## src/rtl/alu_sequencer.sv

```systemverilog
// Single-operation ALU sequencer: accepts one opcode/operand pair, drives a registered
// external ALU for 1 or MULDIV_CYCLES cycles, then holds the captured result until taken.
module alu_sequencer #(
  parameter int REG_SIZE      = 32,
  parameter int MULDIV_CYCLES = 4
) (
  input  logic                  clk,
  input  logic                  clr,
  input  logic                  in_valid,
  output logic                  in_ready,
  input  logic [3:0]            in_op,
  input  logic [REG_SIZE-1:0]   in_a,
  input  logic [REG_SIZE-1:0]   in_b,
  output logic [3:0]            alu_ctrl,
  output logic [REG_SIZE-1:0]   alu_a,
  output logic [REG_SIZE-1:0]   alu_b,
  input  logic [2*REG_SIZE-1:0] alu_result,
  output logic                  out_valid,
  input  logic                  out_ready,
  output logic [REG_SIZE-1:0]   z_hi,
  output logic [REG_SIZE-1:0]   z_lo,
  output logic                  out_err,
  output logic [15:0]           op_count
);

  typedef enum logic [1:0] {IDLE, EXEC, DONE} state_t;

  localparam logic [5:0] MULDIV_LOAD = 6'(MULDIV_CYCLES - 1);

  state_t      state;
  state_t      state_d;
  logic [5:0]  cnt;
  logic [15:0] op_count_q;
  logic        accept;
  logic        legal;

  // Counter preload is latency minus one; only mul and div take more than one cycle.
  function automatic logic [5:0] load_value(input logic [3:0] op);
    if (op == 4'b1000 || op == 4'b1001) return MULDIV_LOAD;
    return 6'd0;
  endfunction

  function automatic logic [15:0] sat_inc(input logic [15:0] v);
    return (v == 16'hFFFF) ? v : v + 16'd1;
  endfunction

  assign in_ready  = (state == IDLE);
  assign out_valid = (state == DONE);
  assign accept    = in_valid && in_ready;
  assign legal     = (in_op < 4'b1100);
  assign op_count  = op_count_q;

  always_comb begin
    state_d = state;
    case (state)
      IDLE:    if (accept) state_d = legal ? EXEC : DONE;
      EXEC:    if (cnt == 6'd0) state_d = DONE;
      DONE:    if (out_ready) state_d = IDLE;
      default: state_d = IDLE;
    endcase
  end

  always_ff @(posedge clk) begin
    if (clr) begin
      state      <= IDLE;
      cnt        <= 6'd0;
      alu_ctrl   <= 4'd0;
      alu_a      <= '0;
      alu_b      <= '0;
      z_hi       <= '0;
      z_lo       <= '0;
      out_err    <= 1'b0;
      op_count_q <= 16'd0;
    end else begin
      state <= state_d;
      // ALU drive registers change only here, so they stay stable through EXEC and DONE.
      if (accept) begin
        alu_ctrl <= in_op;
        alu_a    <= in_a;
        alu_b    <= in_b;
        if (legal) begin
          cnt <= load_value(in_op);
        end else begin
          z_hi    <= '0;
          z_lo    <= '0;
          out_err <= 1'b1;
        end
      end
      if (state == EXEC) begin
        if (cnt == 6'd0) begin
          {z_hi, z_lo} <= alu_result;
          out_err      <= 1'b0;
        end else begin
          cnt <= cnt - 6'd1;
        end
      end
      if (state == DONE && out_ready) op_count_q <= sat_inc(op_count_q);
    end
  end

endmodule

```

## config.mk

```make
export PLATFORM = sky130hd
export DESIGN_NAME = alu_sequencer
export DESIGN_NICKNAME = d
export VERILOG_FILES = /design/src/rtl/alu_sequencer.sv
export SDC_FILE = /design/constraint.sdc
export NUM_CORES = 1
export LEC_CHECK = 0
export CAP_MARGIN = 0
export CORE_ASPECT_RATIO = 1.1
export CORE_MARGIN = 10
export CORE_UTILIZATION = 25
export CTS_BUF_LIST = sky130_fd_sc_hd__clkbuf_4
export CTS_CLUSTER_SIZE = 16
export DETAILED_ROUTE_END_ITERATION = 6
export SLEW_MARGIN = 20
export SYNTH_ARGS = -nofsm -noshare
export SYNTH_HDL_FRONTEND = slang
export SYNTH_SLANG_ARGS = --single-unit
```

## constraint.sdc

```tcl
create_clock -name clk -period 4.8 [get_ports clk]
set_input_delay 0.48 -clock clk [delete_from_list [all_inputs] [get_ports clk]]
set_output_delay 0.48 -clock clk [all_outputs]
set_load 0.01 [all_outputs]
```

# Word level (Yosys, flattened, before mapping)
# Index checks and enable logic that the tools add are counted.
dict set report totals {
  elab_cells 55
  latch_bits 0
  rom_bits 0
  mem_count 0
  ramBits 0
  inputBits 136
  ff_bits 157
}
dict set report classes {
  shifts 0
  mul 0
  n_bitwise 1
  n_mux 27
  addsub 2
  div_mod_pow 0
  reduce_logical 7
  n_lt_le_gt_ge 1
  eq_ne 8
}
# cell count
set op_table {}
lappend op_table {{$mux 32} 8}
lappend op_table {{$mux 6} 6}
lappend op_table {{$add 16x1->16 const B} 1}
lappend op_table {{$eq 16x16->1 const B} 1}
lappend op_table {{$eq 4x4->1 const B} 2}
lappend op_table {{$mux 1} 8}
lappend op_table {{$mux 2} 4}
lappend op_table {{$logic_not 6->1} 1}
lappend op_table {{$ne 2x1->1 const B} 3}
lappend op_table {{$pmux 2 s3} 1}
lappend op_table {{$sub 6x1->6 const B} 1}
lappend op_table {{$lt 4x4->1 const B} 1}
lappend op_table {{$reduce_and 3->1} 1}
lappend op_table {{$eq 2x1->1 const B} 1}
lappend op_table {{$eq 2x2->1 const B} 1}
lappend op_table {{$logic_and 1x1->1} 2}
lappend op_table {{$logic_not 2->1} 1}
lappend op_table {{$reduce_and 2->1} 1}
lappend op_table {{$logic_or 1x1->1} 1}
lappend op_table {{$not 1->1} 1}

# Logic depth before layout (Yosys ltp)
# Gate-level depths: netlist of run 1.
dict set report logic_depth {
  word_depth 11
  ltp_mapped 8
  ltp_nobuf 6
}

# Worst setup path after synthesis of run 1
# OpenSTA, ideal clock, no wires.
dict set report synth_path {
  kind {flip-flop to flip-flop}
  startpoint {reg op_count_q[0] (netlist: op_count[0])}
  endpoint {reg op_count_q[15] (netlist: op_count[15])}
  setup_ns 0.121
  arrival_time_ns 1.758
  stages_incl_launch_ff 6
  setup_slack_ns 2.921
  cell_sequence {dfxtp_1 -> ha_1 -> nand4_1 -> nor3_1 -> nor4_1 -> mux2_2}
}
dict set report synth_via {
  elab_chain_cells 3
  elab_cells_between_ends 4
  cone_classes {1 x add/sub; 1 x eq/ne; 1 x bitwise; 1 x reduce/logical}
}
# item line
set synth_lines {}
lappend synth_lines {{start, declared} 33} ;# logic [15:0] op_count_q;
lappend synth_lines {{start signal, assigned} 97} ;# if (state == DONE && out_ready) op_count_q <= sat_inc(op_count_q);
lappend synth_lines {{parallel branches: the longest is 3 deep, another holds $add 16x1->16} --}
# Several ways; the timed one is not identified.
# A chain may end at the register's enable or synchronous reset.

# Worst setup path in the final report of run 1
dict set report layout_path {
  startpoint {reg state[1]}
  endpoint {out out_valid}
}
dict set report layout_via {
  elab_chain_cells 1
}
# item line
set layout_lines {}
lappend layout_lines {{start, declared} 30} ;# state_t state;
lappend layout_lines {{start signal, assigned} 75} ;# state <= state_d;
lappend layout_lines {{$eq 2x2->1} 48} ;# assign out_valid = (state == DONE);
lappend layout_lines {{end, declared} 18} ;# output logic out_valid,
# No other way between the ends.

==> flow_summary.yaml, run 1 <==
run_status:
  outcome: "finished, final reports clean"
finish:
  seqCellArea_sq_mm: 0.00314
  drive_gt1_frac: 0.0557
  multi_input_area_sq_mm: 0.00223
  n_antenna_cell: 0
  n_fill_cell: 2194
  layout.nets: 1004
  area_delta_synth_final_pct: 58.9
run:
  cap_viol_max_count: 0
synth:
  synthesis.nets: 735
  synthFlopType: "dfxtp_1"
  yosys.area.top_type: "dfxtp_1"
  netlist_area_sq_mm: 0.00563
  ys_ff_latch: 157
  synth_edf_count: 0
  synthesis.instances: 597
  ys_warn_count: 0
  netlist_top_cells_area: "dfxtp_1 56%, a22o_1 10%, nand2_1 9.7%"
  yosysTopAreaCellShare: 0.559
  synth.distinct_cells: 47
  avgSynthCellArea_sq_um: 9.42
  yosysSeqAreaShare: 0.559
  synthArstFlopShare: 0
die:
  initial_utilization: 0.254
  io_pins: 287
  placeableCoreArea_sq_mm: 0.0221
  fp.dieArea_sq_mm: 0.0289
  num_rows: 57
  die_h_um: 177
  die_w_um: 163
clock_tree:
  clk_pin_slew_ns: 0.15
  htreeDepth: 4
  clk_path_buf_depth: 2
  clkSinkCount: 157
  ctsHoldBuffers: 0
  cts_tree: "built"
  post_cts_resized: 0
  clk_latency_ns: 0.54
  cts_setup_buffers: 0
  cts_buffers: 17
  cts_root_buffer: "clkbuf_4"
drt:
  vias: 5350
  drt_pass1_iterations: 4
  drt_iter0_markers: 394
  wl_per_cell_um: 16.8
  wirelength_um: 19700
  routed_via_density: 4.56
  drc: 0
  ant_nets: 0
power_and_ir_drop:
  ir_worst_vdd_uv: 117
  pwr_density_cell_mw_per_mm2: 310
  total_power_mw: 2.77
  p_leak_nw: 3.23
critical_path:
  slowest_delay_ns: 0.64
  path_buf_inv: 1
  crit_required_ns: 4.32
  endpoint_kind: "output port"
  cp-start-kind: "flop"
  cp_cell_sequence: "nor2b_1 > clkdlybuf4s50_1"
  critical-path-slowest-cell: "dfxtp_1"
  critPathKind: "flop to output port"
  critPathMaxFanout: 11
  crit_family: "flip-flops"
  cp_data_arrival_time_ns: 2.09
timing:
  setup_viol: 0
  fin_crit_sh: 0.535
  tightest_slew_ns: 1.03
  tns_ns: 0
  slew_headroom: 0.314
  finClkSkew_ns: 0.0232
  rsz0062_at_grt: "no"
  drv_slew: 0
  min_period_ns: 2.57
  worst_slack_ns: 2.23
  hold_viol_final: 0
  clock.fmax_ghz: 0.389
global_route:
  grt_pass1_vias: 5164
  grt_max_degree: 91
  overflow: 0
  track_usage: 0.130
  grt_pass1_wl_um: 30100
  antenna_found_initial: 0
placed_design:
  pre_cts_ws_ns: 2.15
  gp_congestion: 0.769
  io_buffers: 286
  dp_hpwl_um: 14300
min_path:
  min_path_type: "primary input to flop"
flip-flops by register name (all words and copies together) (netlist names):
register	count
alu_a	32
z_lo	32
out_err	1
alu_b	32
cnt	6
z_hi	32
state	2
op_count	16
alu_ctrl	4
final cells by class:
type,instances,share of cell area
Clock inverter,15,0.0154
Clock buffer,17,0.0143
Tap cell,295,0.0413
Inverter,7,0.00294
Timing Repair Buffer,292,0.325
Sequential cell,157,0.352
Multi-Input combinational cell,391,0.250
stage by stage:
step | hold WS (ns) | utilization | cells | instance area [sq um]
finish | 0.330 | 0.404 | 1174 | 8940
global route | 0.278 | 0.404 | 1174 | 8940
CTS | 0.256 | 0.404 | 1174 | 8940
detailed placement | 0.446 | 0.392 | 1142 | 8680
global placement | 0.440 | 0.392 | 1142 | 8680
floorplan | 0.457 | - | 597 | 5630
logic make-up after synthesis:
group,synth area share
flops,0.559
buf+inv,0.0456
simple gates,0.170
fa+ha+maj,0.00445
compound gates,0.213
mux,0.00778
metal layers:
metal	up-vias	part of all wire	track usage
li1	2647	-	-
met5	-	0	0
met2	216	0.45	0.207
met4	0	0.013	0.0368
met1	2475	0.44	0.157
met3	12	0.10	0.0577
tightest hold or removal path: stages:
cell	delay, ns
buf_4	0.15
nor2_1	0.08
mux2_2	0.14
path summary, 6_finish.rpt:
path | slack, ns | from | cells past startpoint | endpoint
min | 0.33 | clr | 3 | op_count[15]
max reg2reg | 2.33 | cnt[0] | 7 | z_hi[21]
max | 2.23 | state[1] | 2 | out_valid
min reg2reg | 0.46 | alu_b[6] | 2 | alu_b[6]
power breakdown:
part / leakage [nW] / total (mW) / switching (mW) / internal [mW]
Clock: 0.134 / 0.783 / 0.520 / 0.263
Combinational: 1.82 / 0.549 / 0.246 / 0.303
Sequential: 1.28 / 1.44 / 0.0487 / 1.39
cell usage after synthesis, types with 2 or more instances:
master and number:
a21o_1 2, a31oi_1 3, mux2_2 3, nand4_1 7, nand3_1 8, o41ai_1 2, or4_1 3, inv_1 7
o21ai_0 8, o311ai_0 2, a21oi_1 83, nor4_1 3, nand2_1 146, nor4b_1 2, nor2_1 9, clkbuf_1 25
nor3_1 4, nor2b_1 5, a22o_1 64, a211oi_1 4, or3_1 7, dfxtp_1 157, ha_1 2, and3_1 3
buf_2 7, o31ai_1 3, buf_6 8
cell usage in the layout, fill, tap and decap left out, drive strengths merged, types with 3 or more instances in the layout:
| cell | count |
|---|---|
| a21oi | 83 |
| dfxtp | 157 |
| nand4 | 7 |
| clkinv | 6 |
| inv | 11 |
| clkbuf | 17 |
| clkinvlp | 4 |
| a22o | 64 |
| nor3 | 5 |
| buf | 7 |
| or3 | 7 |
| a31oi | 3 |
| nor2b | 5 |
| o21ai | 8 |
| o31ai | 3 |
| nand3 | 8 |
| a211oi | 4 |
| nand2 | 147 |
| or4 | 3 |
| nor4 | 3 |
| and3 | 3 |
| nor4b | 3 |
| mux2 | 3 |
| clkdlybuf4s50 | 285 |
| nor2 | 9 |
Power figures use the tool's default switching activity.
==> run 2: changes to the inputs <==
Clock period 4.8 ns to 2.3 ns, I/O delays scaled along.
==> run 2 against run 1 <==
Compared with the run above: critical path depth grew 1; critical endpoint unchanged; clock skew increased by 0.0078 ns; largest cell class unchanged; clock power is 110% higher; hold slack worse by 0.11 ns; global-route usage up 0.30 points; clock-buffer cell count unchanged; register-to-register slack got worse by 2.1 ns.
==> flow_summary.yaml, run 2 (same netlist as run 1, synthesis figures left out) <==
finish:
  drive_gt1_frac: 0.0654
  seqCellArea_sq_mm: 0.00314
  finalNonFillerCells: 1182
  final_common_cell: "clkdlybuf4s50_1"
  n_fill_cell: 2212
  final_cell_mix: "285 x clkdlybuf4s50_1, 156 x dfxtp_1, 146 x nand2_1"
  area_delta_synth_final_pct: 61.1
  n_antenna_cell: 0
  layout.nets: 1012
  multi_input_area_sq_mm: 0.00223
timing:
  setup_viol: 0
  tns_ns: 0
  slew_headroom: 0.402
  worst_hold_slack_ns: 0.216
  tightest_slew_ns: 0.898
  min_period_ns: 2.15
  clock.fmax_ghz: 0.466
  drv_slew: 0
  finClkSkew_ns: 0.0310
  fin_crit_sh: 0.933
  hold_viol_final: 0
  rsz0062_at_grt: "no"
clock_tree:
  clk_pin_slew_ns: 0.16
  cts_tree: "built"
  clk_path_buf_depth: 2
  clkSinkCount: 157
  htreeDepth: 4
  clk_latency_ns: 0.54
  cts_buffers: 17
  cts_root_buffer: "clkbuf_4"
  cts_setup_buffers: 0
global_route:
  grt-busiest-layer: "met2"
  antenna_found_initial: 0
  grt_pass1_vias: 5289
  overflow: 0
  use_met1: 0.164
  grt_pass1_wl_um: 30900
  track_usage: 0.133
  grtUsageMet3: 0.0572
  grt_util_met2: 0.211
  grt_max_degree: 78
drt:
  drc: 0
  wl_per_cell_um: 16.8
  drt_iter0_markers: 439
  routed_via_density: 4.54
  vias: 5371
  ant_nets: 0
  drt_pass1_iterations: 4
  wirelength_um: 19800
critical_path:
  critPathMaxFanout: 10
  slowest_delay_ns: 0.58
  endpoint_kind: "output port"
  cp_data_arrival_time_ns: 1.92
  reg2reg_to: "z_hi[9]"
  crit_family: "buffers and inverters"
  path_buf_inv: 2
  cp-start-kind: "flop"
  critPathKind: "flop to output port"
  cp_cell_sequence: "buf_4 > nor2b_2 > clkdlybuf4s50_1"
  critical-path-slowest-cell: "clkdlybuf4s50_1"
  r2r_start: "cnt[0]"
  reg2reg_depth: 7
  crit_required_ns: 2.07
  reg2reg_setup_slack_ns: 0.21
placed_design:
  gp_congestion: 0.789
  dp_hpwl_um: 14500
  io_buffers: 286
  dp.cells: 1149
power_and_ir_drop:
  p_leak_nw: 3.30
  pwr_density_cell_mw_per_mm2: 646
  total_power_mw: 5.86
  ir_worst_vdd_uv: 285
die:
  die_h_um: 177
  fp.dieArea_sq_mm: 0.0289
  die_w_um: 163
  placeableCoreArea_sq_mm: 0.0221
  io_pins: 287
  initial_utilization: 0.254
  num_rows: 57
min_path:
  min_from: "in_a[21]"
  hold_path_depth: 3
  min_to: "alu_a[21]"
  min_path_type: "primary input to flop"
run:
  cap_viol_max_count: 0
run_status:
  outcome: "finished, final reports clean"
-- run 2: cell types whose count changed in the layout (fill, tap and decap cells not counted), sizes merged --
cell and delta:
buf +7, inv +3, clkinvlp -2, clkinv -1, dlygate4sd3 +1
-- run 2: layer usage --
metal,vias up,part of all wire
met5,-,0
met2,213,0.46
met3,11,0.097
met1,2489,0.44
li1,2658,-
met4,0,0.0099
-- run 2: timing repair --
item,in CTS,in global routing
setup endpoints to repair,1,1
hold endpoints to repair,9,0
gates resized for setup,1,1
hold buffers,1,0
-- run 2: layout make-up --
class | count | share of cell area
clock inverters | 15 | 0.0168
flip-flops and latches | 157 | 0.347
well taps | 295 | 0.0407
multi-input cells | 391 | 0.247
clock buffers | 17 | 0.0141
repair buffers | 300 | 0.332
inverters | 7 | 0.00290
-- run 2: worst max-delay path by stage --
stage	from	slack, ns	depth (start not counted)	to
after floorplan	op_count[0]	0.42	5	op_count[15]
final	state[1]	0.15	3	out_valid
after detailed placement	out_ready	0.08	5	op_count[13]
after CTS	state[1]	0.05	3	out_valid
after global placement	out_ready	0.11	5	op_count[15]
after global routing	state[1]	0.05	3	out_valid
-- run 2: through the flow --
stage / setup WS, ns / instance area [sq um] / util
6_report: 0.153 / 9060 / 0.410
5_1_grt: 0.0522 / 9060 / 0.410
4_1_cts: 0.0488 / 9060 / 0.410
3_5_place_dp: 0.0784 / 8770 / 0.396
3_3_place_gp: 0.109 / 8770 / 0.396
2_1_floorplan: 0.421 / 5630 / -
-- run 2: power by group --
part / leakage [nW] / total (mW) / switching (mW) / internal [mW]
clock: 0.147 / 1.68 / 1.11 / 0.575
sequential: 1.28 / 2.99 / 0.0926 / 2.90
combinational: 1.87 / 1.19 / 0.530 / 0.656
-- run 2: tightest hold or removal path: stages --
cell,delay [ns]
clkdlybuf4s50_1,0.40
nand2_1,0.05
a21oi_1,0.05
==> run 3: changes to the inputs <==
Settings changed: CORE_UTILIZATION 25 to 30, PLACE_DENSITY from default to 0.66.
==> run 3 against run 2 <==
Compared with the run above: cell count decreased by 4.3%; combinational power barely moved; setup slack better by 0.016 ns; core utilization is 7.9 points higher; first-iteration DRC count shrank 44%; clock skew is 0.010 ns lower; power about the same; via count shrank 0.13%; clock power hardly changed.
==> flow_summary.yaml, run 3 (same netlist as run 1, synthesis figures left out) <==
run_status:
  outcome: "finished, final reports clean"
clock_tree:
  cts_tree: "built"
  clk_path_buf_depth: 2
  ctsHoldBuffers: 0
  post_cts_resized: 1
  clkSinkCount: 157
  cts_buffers: 17
  cts_setup_buffers: 0
  clk_pin_slew_ns: 0.14
  clk_latency_ns: 0.57
  cts_root_buffer: "clkbuf_4"
  htreeDepth: 4
finish:
  area_delta_synth_final_pct: 59.8
  n_antenna_cell: 0
  drive_gt1_frac: 0.0687
  finalNonFillerCells: 1131
  final_cell_area_sq_mm: 0.00899
  final_common_cell: "clkdlybuf4s50_1"
  final_cell_mix: "285 x clkdlybuf4s50_1, 156 x dfxtp_1, 146 x nand2_1"
  layout.nets: 1013
run:
  cap_viol_max_count: 0
global_route:
  track_usage: 0.147
  overflow: 0
  grt_max_degree: 65
  antenna_found_initial: 0
  grt_pass1_wl_um: 28600
  grt_pass1_vias: 5084
critical_path:
  cp_data_arrival_time_ns: 1.90
  reg2reg_depth: 7
  critPathKind: "flop to output port"
  crit_required_ns: 2.07
  reg2reg_setup_slack_ns: 0.28
  crit_start: "state[1]"
  endpoint_kind: "output port"
  reg2reg_to: "z_hi[10]"
  cp-start-kind: "flop"
  endpoint: "out_valid"
  critPathMaxFanout: 10
  r2r_start: "cnt[0]"
timing:
  min_period_ns: 2.13
  hold_viol_final: 0
  drv_slew: 0
  setup_viol: 0
  fin_crit_sh: 0.926
  finClkSkew_ns: 0.0207
  tns_ns: 0
  clock.fmax_ghz: 0.469
  slew_headroom: 0.581
  rsz0062_at_grt: "no"
  tightest_slew_ns: 0.628
min_path:
  min_path_type: "primary input to flop"
placed_design:
  io_buffers: 286
  placed_area_sq_mm: 0.00870
  dp_hpwl_um: 14400
  gp_congestion: 0.796
  dp.cells: 1099
die:
  num_rows: 52
  initial_utilization: 0.306
  die_h_um: 164
  placeableCoreArea_sq_mm: 0.0184
  fp.dieArea_sq_mm: 0.0246
  io_pins: 287
  die_w_um: 151
drt:
  drt_iter0_markers: 248
  drt_pass1_iterations: 4
  ant_nets: 0
  wl_per_cell_um: 17.1
  routed_via_density: 4.74
  wirelength_um: 19400
  drc: 0
  vias: 5364
power_and_ir_drop:
  total_power_mw: 5.85
  pwr_density_cell_mw_per_mm2: 651
  p_leak_nw: 3.31
  ir_worst_vdd_uv: 373
run 3: changes by cell type in the layout (fill, tap and decap cells not counted), sizes merged:
cell / delta
buf: +2
inv: +1
dlygate4sd3: -1
clkinvlp: -1
run 3: final cells by class:
type                    count  area (sq um)
well taps                 243           304
fillers                  1794          9420
clock buffers              17           128
inverters                   7          26.3
multi-input cells         391          2230
clock inverters            15           156
flip-flops and latches    157          3140
repair buffers            301          3000
run 3: worst min path at each step:
| stage | start | end | slack, ns | cells past startpoint |
|---|---|---|---|---|
| floorplan | alu_result[32] | z_hi[0] | 0.36 | 1 |
| global placement | alu_b[31] | alu_b[31] | 0.44 | 2 |
| detailed placement | alu_b[11] | alu_b[11] | 0.45 | 2 |
| CTS | clr | op_count[1] | 0.03 | 4 |
| global route | clr | op_count[6] | 0.04 | 4 |
| finish | clr | op_count[1] | 0.08 | 4 |
run 3: worst max-delay path: stages (launching register included):
cell	delay (ns)
dfxtp_2	0.39
buf_4	0.19
nor2b_2	0.20
clkdlybuf4s50_1	0.56
run 3: layer usage:
layer | vias to the layer above | share of wire | track usage
met5 | - | 0 | 0
met4 | 0 | 0.016 | 0.0491
met3 | 23 | 0.10 | 0.0648
met2 | 207 | 0.45 | 0.231
met1 | 2470 | 0.43 | 0.174
li1 | 2664 | - | -
run 3: per-stage QoR:
step	hold slack [ns]	setup slack [ns]	util
after CTS	0.0290	0.0269	0.488
final	0.0835	0.170	0.488
after floorplan	0.355	0.421	-
after global placement	0.440	0.144	0.473
after detailed placement	0.446	0.0939	0.473
after global routing	0.0436	0.0533	0.488
run 3: power breakdown:
group	internal, mW	leakage [nW]	switching, mW	total (mW)
clock network	0.579	0.155	1.12	1.70
registers	2.90	1.28	0.0886	2.98
logic	0.650	1.87	0.522	1.17
total	4.12	3.31	1.73	5.85
